==> config.mk <==
export PLATFORM = sky130hd
export DESIGN_NAME = memory_sequencer
export DESIGN_NICKNAME = d
export VERILOG_FILES = /design/src/rtl/memory_sequencer.sv
export SDC_FILE = /design/constraint.sdc
export NUM_CORES = 1
export LEC_CHECK = 0
export BUFFER_PORTS_ARGS = -buffer_cell sky130_fd_sc_hd__buf_4
export CORE_MARGIN = 2
export CORE_UTILIZATION = 32
export CTS_CLUSTER_DIAMETER = 150
export DETAILED_ROUTE_END_ITERATION = 10
export PLACE_DENSITY = 0.58
export RECOVER_POWER = 50
export SYNTH_ARGS = -nofsm -noshare
export SYNTH_HDL_FRONTEND = slang
export SYNTH_SLANG_ARGS = --single-unit
==> constraint.sdc <==
create_clock -name CLK -period 2.7 [get_ports CLK]
set_clock_uncertainty 0.05 [all_clocks]
set_input_delay 0.27 -clock CLK [delete_from_list [all_inputs] [get_ports CLK]]
set_output_delay 0.27 -clock CLK [all_outputs]
set_load 0.1 [all_outputs]
==> src/rtl/memory_sequencer.sv <==
// ----------------------------------------------------------------------------
// memory_sequencer
//
// Runs one core-memory module through a complete destructive-read / restore
// (or clear / write) cycle on behalf of one of two requesters.
//
// Cycle shape (durations in clocks, set by parameters):
//   IDLE -> SETUP (T_SETUP) -> READ (T_READ) -> WRITE (T_WRITE)
//        -> RECOVER (T_RECOVER) -> IDLE
//
// Arbitration happens only in IDLE. On a tie the port that was not served
// most recently wins; the history flag starts at port 1, so port 0 wins the
// first tie. The granted port's address, write flag and write data are
// latched at grant, so the requester may change them freely afterwards.
//
// Ports:
//   CLK, RESET_N          clock, synchronous active-low reset
//   REQ0/WR0/ADDR0/WDATA0 port 0 (processor) request, held until ACK0
//   REQ1/WR1/ADDR1/WDATA1 port 1 (data adapter / IO) request, held until ACK1
//   ACK0, ACK1            one-cycle completion pulse for the served port
//   RDATA                 sensed word, valid with ACK and held until next ACK
//   BUSY                  high from grant through the last RECOVER cycle
//   AXVN/AYVN/AX0VN/AY0VN active-low one-hot decodes of ADDR[2:0], [5:3],
//                         [8:6], [11:9]; all-ones when not driving
//   SYNCV                 phase sync, first cycle of READ and of WRITE
//   RDMV                  read drive (whole READ phase)
//   RDMVN                 write drive (whole WRITE phase)
//   STROBV                sense strobe, last READ cycle
//   INHBV                 per-bit inhibit during WRITE (inverse of restore word)
//   SENSE                 sense-amplifier outputs, sampled on STROBV
// ----------------------------------------------------------------------------
module memory_sequencer #(
  parameter int DW        = 14,
  parameter int T_SETUP   = 1,
  parameter int T_READ    = 4,
  parameter int T_WRITE   = 4,
  parameter int T_RECOVER = 2
) (
  input  logic          CLK,
  input  logic          RESET_N,
  input  logic          REQ0,
  input  logic          WR0,
  input  logic [11:0]   ADDR0,
  input  logic [DW-1:0] WDATA0,
  input  logic          REQ1,
  input  logic          WR1,
  input  logic [11:0]   ADDR1,
  input  logic [DW-1:0] WDATA1,
  output logic          ACK0,
  output logic          ACK1,
  output logic [DW-1:0] RDATA,
  output logic          BUSY,
  output logic [7:0]    AXVN,
  output logic [7:0]    AYVN,
  output logic [7:0]    AX0VN,
  output logic [7:0]    AY0VN,
  output logic          SYNCV,
  output logic          RDMV,
  output logic          RDMVN,
  output logic          STROBV,
  output logic [DW-1:0] INHBV,
  input  logic [DW-1:0] SENSE
);

  // Phase counter must hold the largest (duration - 1).
  localparam int T_MAX_SR = (T_SETUP > T_READ)    ? T_SETUP : T_READ;
  localparam int T_MAX_WR = (T_WRITE > T_RECOVER) ? T_WRITE : T_RECOVER;
  localparam int T_MAX    = (T_MAX_SR > T_MAX_WR) ? T_MAX_SR : T_MAX_WR;
  localparam int CW       = $clog2(T_MAX) + 1;

  localparam logic [CW-1:0] LOAD_SETUP   = CW'(T_SETUP - 1);
  localparam logic [CW-1:0] LOAD_READ    = CW'(T_READ - 1);
  localparam logic [CW-1:0] LOAD_WRITE   = CW'(T_WRITE - 1);
  localparam logic [CW-1:0] LOAD_RECOVER = CW'(T_RECOVER - 1);
  localparam logic [CW-1:0] CNT_ONE      = CW'(1);

  typedef enum logic [2:0] {
    S_IDLE,
    S_SETUP,
    S_READ,
    S_WRITE,
    S_RECOVER
  } state_t;

  state_t          state;
  logic [CW-1:0]   cnt;          // cycles remaining in the current phase, minus one
  logic            gnt_port;     // port owning the cycle in flight
  logic            last_served;  // tie-break history
  logic            wr_q;
  logic [DW-1:0]   wdata_q;
  logic [DW-1:0]   sense_q;      // restore register, loaded on the strobe cycle

  // Arbitration and restore selection
  logic            sel_port;
  logic [11:0]     sel_addr;
  logic            sel_wr;
  logic [DW-1:0]   sel_wdata;
  logic [DW-1:0]   restore_word;

  // Active-low one-hot decode of a 3-bit address field.
  function automatic logic [7:0] onehot_n(input logic [2:0] a);
    return ~(8'b0000_0001 << a);
  endfunction

  // NOTE: every output of this block gets a value before any condition, so
  // no path leaves a signal unassigned and no latch is inferred.
  always_comb begin
    sel_port = REQ1;
    if (REQ0 && REQ1) begin
      sel_port = ~last_served;
    end
    sel_addr  = sel_port ? ADDR1  : ADDR0;
    sel_wr    = sel_port ? WR1    : WR0;
    sel_wdata = sel_port ? WDATA1 : WDATA0;
    // Evaluated on the strobe edge: the sense word is being captured on that
    // same edge, so read it straight from SENSE rather than from sense_q.
    restore_word = wr_q ? wdata_q : SENSE;
  end

  // NOTE: all state and outputs are updated with non-blocking assignments so
  // every register samples the pre-edge values; later assignments in the same
  // branch simply override earlier defaults.
  always_ff @(posedge CLK) begin
    // NOTE: reset is synchronous and covers every register, including the
    // latched request and restore word, so an aborted cycle leaves nothing
    // behind that could leak into the next one.
    if (!RESET_N) begin
      state       <= S_IDLE;
      cnt         <= '0;
      gnt_port    <= 1'b0;
      last_served <= 1'b1;
      wr_q        <= 1'b0;
      wdata_q     <= '0;
      sense_q     <= '0;
      ACK0        <= 1'b0;
      ACK1        <= 1'b0;
      RDATA       <= '0;
      BUSY        <= 1'b0;
      AXVN        <= 8'hFF;
      AYVN        <= 8'hFF;
      AX0VN       <= 8'hFF;
      AY0VN       <= 8'hFF;
      SYNCV       <= 1'b0;
      RDMV        <= 1'b0;
      RDMVN       <= 1'b0;
      STROBV      <= 1'b0;
      INHBV       <= '0;
    end else begin
      // The strobe is registered, so the cycle it is high ends on this edge.
      if (STROBV) begin
        sense_q <= SENSE;
      end

      unique case (state)
        S_IDLE: begin
          if (REQ0 || REQ1) begin
            state       <= S_SETUP;
            cnt         <= LOAD_SETUP;
            gnt_port    <= sel_port;
            last_served <= sel_port;
            wr_q        <= sel_wr;
            wdata_q     <= sel_wdata;
            BUSY        <= 1'b1;
            AXVN        <= onehot_n(sel_addr[2:0]);
            AYVN        <= onehot_n(sel_addr[5:3]);
            AX0VN       <= onehot_n(sel_addr[8:6]);
            AY0VN       <= onehot_n(sel_addr[11:9]);
          end
        end

        S_SETUP: begin
          if (cnt == '0) begin
            state  <= S_READ;
            cnt    <= LOAD_READ;
            RDMV   <= 1'b1;
            SYNCV  <= 1'b1;
            STROBV <= (T_READ == 1);
          end else begin
            cnt <= cnt - 1'b1;
          end
        end

        S_READ: begin
          SYNCV <= 1'b0;
          if (cnt == '0) begin
            state  <= S_WRITE;
            cnt    <= LOAD_WRITE;
            RDMV   <= 1'b0;
            RDMVN  <= 1'b1;
            SYNCV  <= 1'b1;
            STROBV <= 1'b0;
            // Ones are written, zeros are inhibited.
            INHBV  <= ~restore_word;
          end else begin
            cnt    <= cnt - 1'b1;
            STROBV <= (cnt == CNT_ONE);
          end
        end

        S_WRITE: begin
          SYNCV <= 1'b0;
          if (cnt == '0) begin
            state <= S_RECOVER;
            cnt   <= LOAD_RECOVER;
            RDMVN <= 1'b0;
            INHBV <= '0;
            AXVN  <= 8'hFF;
            AYVN  <= 8'hFF;
            AX0VN <= 8'hFF;
            AY0VN <= 8'hFF;
            if (T_RECOVER == 1) begin
              ACK0  <= ~gnt_port;
              ACK1  <= gnt_port;
              RDATA <= sense_q;
            end
          end else begin
            cnt <= cnt - 1'b1;
          end
        end

        S_RECOVER: begin
          ACK0 <= 1'b0;
          ACK1 <= 1'b0;
          if (cnt == '0) begin
            state <= S_IDLE;
            BUSY  <= 1'b0;
          end else begin
            cnt <= cnt - 1'b1;
            // Entering the final recovery cycle: report completion.
            if (cnt == CNT_ONE) begin
              ACK0  <= ~gnt_port;
              ACK1  <= gnt_port;
              RDATA <= sense_q;
            end
          end
        end

        default: begin
          state <= S_IDLE;
        end
      endcase
    end
  end

endmodule

# Yosys cells after proc, flatten, opt, wreduce, memory -nomap -nowiden
# Index checks and enable logic that the tools add are counted.
[word_totals]
output_inout_bits = 67
inputBits = 72
regBits = 104
elab_cells = 107
[op_classes]
muxes = 42
bitwise_logic = 8
eq_ne = 11
n_shift = 4
reduce_logical = 21
addsub = 1
[ops]
columns = ["op", "count"]
rows = [
  ["$pmux 8 s2", 4],
  ["$mux 14", 4],
  ["$mux 8", 5],
  ["$not 8->8", 4],
  ["$shl 1x3->8 const A", 4],
  ["$pmux 14 s2", 1],
  ["$mux 3", 9],
  ["$reduce_and 3->1", 6],
  ["$pmux 3 s5", 1],
  ["$not 14->14", 1],
  ["$mux 12", 1],
  ["$ne 2x2->1 const B", 6],
  ["$pmux 3 s4", 1],
  ["$mux 1", 11],
  ["$pmux 1 s2", 4],
  ["$reduce_bool 2->1", 4],
  ["$eq 3x1->1 const B", 2],
  ["$eq 3x2->1 const B", 2],
  ["$logic_not 3->1", 2],
  ["$reduce_and 2->1", 3],
  ["$reduce_and 5->1", 1],
  ["$reduce_bool 4->1", 1],
  ["$eq 3x3->1 const B", 1],
  ["$not 1->1", 3],
  ["6 further kinds", 6],
]

# Logic depth before layout (Yosys ltp)
[logic_depth]
ltp_word = 7
ltp_mapped = 8

# Worst setup path before layout
# No wires, ideal clock.
[synth_path]
path_kind = "register -> register"
startpoint = "register STROBV"
endpoint = "register sense_q[0]"
required_ns = 2.534
path_stages_with_launch = 5
setup_ns = 0.116
n_path_buf = 2
setup_slack_ns = 0.692
t_arrival_ns = 1.842
path_cell_list = "dfxtp_1 > clkbuf_1 > buf_2 > mux2i_1 > nor2b_1"
[synth_rtl]
columns = ["item", "line_no", "text"]
rows = [
  ["from (decl)", "60", "output logic STROBV,"],
  ["from (signal assigned)", "177", "STROBV <= (T_READ == 1);"],
  ["from (signal assigned)", "196", "STROBV <= (cnt == CNT_ONE);"],
  ["to (signal assigned)", "134", "sense_q <= '0;"],
  ["to (signal assigned)", "151", "sense_q <= SENSE;"],
  ["to (decl)", "91", "logic [DW-1:0] sense_q;"],
]

# Worst setup path in the final report
[layout_path]
startpoint = "register cnt[0]"
endpoint = "register AY0VN[1]"
[layout_via]
elab_chain_len = 3
[layout_lines]
columns = ["item", "line_no", "text"]
rows = [
  ["from (decl)", "86", "logic [CW-1:0] cnt;"],
  ["from (signal assigned)", "179", "cnt <= cnt - 1'b1;"],
  ["from (signal assigned)", "195", "cnt <= cnt - 1'b1;"],
  ["from (signal assigned)", "217", "cnt <= cnt - 1'b1;"],
  ["$logic_not 3->1", "202", "if (cnt == '0) begin"],
  ["$ne 2x2->1 (no line)", "--", ""],
  ["$reduce_and 3->1 (no line)", "--", ""],
  ["to (signal assigned)", "167", "AY0VN <= onehot_n(sel_addr[11:9]);"],
  ["to (decl)", "56", "output logic [7:0] AY0VN,"],
]
# Every way passes these cells.
# A chain may end at the register's enable or synchronous reset.

==> results.toml <==
[status]
status = "completed"

[placed_design]
io_buffer_count = 138
place_hpwl_um = 9323
routabilityCongestion = 0.8148

[synth]
synth_area_sq_mm = 0.004552
ys_top_cells_by_area = "dfxtp_1, mux2i_1, nor2b_1"
syn_avg_cell_area_sq_um = 9.031
synth-seq-cells = 104
syn_inst = 504
ys_warn_count = 0
yosysUniqueCellTypes = 46
dominantRegCellSynth = "dfxtp_1"
yosysTopAreaCell = "dfxtp_1"
synth_fp_nets = 579
synth-async-reset-ratio = 0
ys_seq_area_frac = 0.4574
synth_edf_count = 0
synth.most_common_cell = "dfxtp_1"
synth_top_cell_area_share = 0.4574
synth.top_cells.by_count = "dfxtp_1, nand2_1, nor2b_1"

[layout]
antennaDiodeCount = 0
nets = 702
final_core_util = 0.4182
multi_input_area_sq_mm = 0.002290
regArea_sq_mm = 0.002082
drive_gt1_frac = 0.1632
syn2layout_area_growth_pct = 27.54
n_fill_cell = 1423

[critical_path]
worstSetupPathType = "flip-flop to flip-flop"
setup.worst_path.start = "cnt[0]"
arrival_ns = 2.39
timing.rr.start = "cnt[0]"
cp-start-kind = "flip-flop"
ff2ff_setup_slack_ns = 0.52
crit_fanout = 33
r2r_end = "AY0VN[1]"
cp-end-kind = "flip-flop"
r2r_cells = 8
cp_data_required_time_ns = 2.92

[cts]
cts_tree = "done"
cts_root_buf = "clkbuf_16"
postCtsSetupRepairBufs = 0
cts_resized = 0
clkTransAtPathRegs_ns = 0.07
clk_path_buf_depth = 2
cts_buffers = 9
hold_buffers = 0
insertion_delay_ns = 0.35
cts.sinks = 104
htreeDepth = 3

[die]
die_w_um = 123.3
start_util = 0.3279
core_area_sq_mm = 0.01388
die_area_sq_mm = 0.01519
io-pin-count = 139
num_rows = 43
chipHeight_um = 123.3

[grt]
grt_pass1_vias = 3789
grtUsageMet2 = 0.2634
grt_usage = 0.1654
grt_overflow_total = 0
met3_usage = 0.05673
grt_pass1_wl_um = 19490
top_usage_layer = "met2"
grt_max_degree = 75
grt_use_met1 = 0.2126
antenna_found_initial = 0

[route]
wl_per_cell_um = 15.64
dr.first_iter.drc_count = 234
drtAntennaViolNets = 0
avgViaCountPerCell = 5.005
firstDrtPassIters = 5
num_vias = 4059
drc_errors = 0
wl_um = 12690

[sta]
hold_ws_ns = 0.1443
rsz0062_at_grt = "false"
min_period_ns = 2.175
worst_slew_pin_slew_ns = 1.236
hold_viol_final = 0
drv_slew = 0
slew_headroom = 0.1795
period_share = 0.8056
finalSetupViolations = 0
fmax_mhz = 459.7
tns_ns = 0

[power]
ir_drop_uv = 332.2
p_leak_uw = 0.002212
power_density_mw_per_mm2 = 932.8

[flow_run]
max-cap-violations = 0

[hold_path]
whs_path_depth = 3
holdCritStartpoint = "SENSE[4]"
hp-class = "input port to flip-flop"
min_to = "sense_q[4]"
[area by class of cell]
type / instances / area share
tap: 180 / 0.03879
clock buffer: 11 / 0.04181
timing repair buffer: 150 / 0.1524
sequential: 104 / 0.3586
clock inverter: 4 / 0.009483
multi-input combinational: 355 / 0.3944
inverter: 7 / 0.004526
[logic make-up after synthesis]
logic type	share of synthesized area
and+or+nand+nor	0.2037
AOI/OAI and AO/OA	0.2111
DFF	0.4574
buffers and inverters	0.04288
muxes	0.07257
adders and majority gates	0.01045
xor gates and xnor gates	0.001924
[flip-flops by register name, indices dropped and copies added (netlist names)]
register,count
ACK0,1
ACK1,1
AX0VN,8
AXVN,8
AY0VN,8
AYVN,8
BUSY,1
INHBV,14
RDATA,14
RDMV,1
RDMVN,1
STROBV,1
SYNCV,1
cnt,3
gnt_port,1
last_served,1
sense_q,14
state,3
wdata_q,14
wr_q,1
[power by group]
group	internal [uW]	switching, uW	total (uW)
logic	582	1510	2090
clock network	743	563	1310
registers	1780	234	2020
[worst max path at each step]
stage | to | depth (start not counted)
final | AY0VN[1] | 8
after global routing | INHBV[11] | 7
after CTS | RDATA[3] | 7
after detailed placement | AYVN[2] | 6
after global placement | AYVN[2] | 6
after floorplan | sense_q[0] | 4
[metal layers]
metal | vias to the layer above | share of wire | routed length, um
li1 | 2033 | - | -
met1 | 1892 | 0.45 | 5683
met2 | 123 | 0.46 | 5880
met3 | 11 | 0.075 | 952
met4 | 0 | 0.013 | 170
met5 | - | 0 | 0
[cells in the final DEF, fill, tap and decap left out, types with 12 or more instances in the layout]
| cell | netlist | final |
|---|---|---|
| dfxtp_1 | 104 | 104 |
| buf_4 | 2 | 81 |
| clkbuf_1 | 20 | 68 |
| nand2_1 | 56 | 56 |
| nor2b_1 | 46 | 46 |
| mux2i_1 | 33 | 33 |
| a21oi_1 | 32 | 32 |
| nor2_1 | 31 | 30 |
| o21ai_0 | 18 | 18 |
| a21boi_0 | 18 | 17 |
| a2111oi_0 | 15 | 15 |
| o211a_1 | 15 | 15 |
| a31oi_1 | 14 | 14 |
| nand2b_1 | 12 | 12 |
[critical path, stage by stage, from the launching register on]
cell	delay, ns
dfxtp_1	0.32
inv_1	0.10
ha_1	0.22
nand4bb_1	0.11
clkbuf_2	0.40
o221ai_2	0.29
buf_4	0.35
nor2_1	0.08
a31oi_1	0.15
[metrics by stage]
stage	setup slack, ns	instance area [sq um]	std cells	total power, uW
3_3_place_gp	0.7663	5767	796	4214
3_5_place_dp	0.6941	5767	796	4247
4_1_cts	0.7271	6065	811	5575
2_1_floorplan	0.6916	4552	504	3672
6_report	0.5248	5806	811	5416
5_1_grt	0.2996	5806	811	5755
Power figures use the tool's default switching activity.
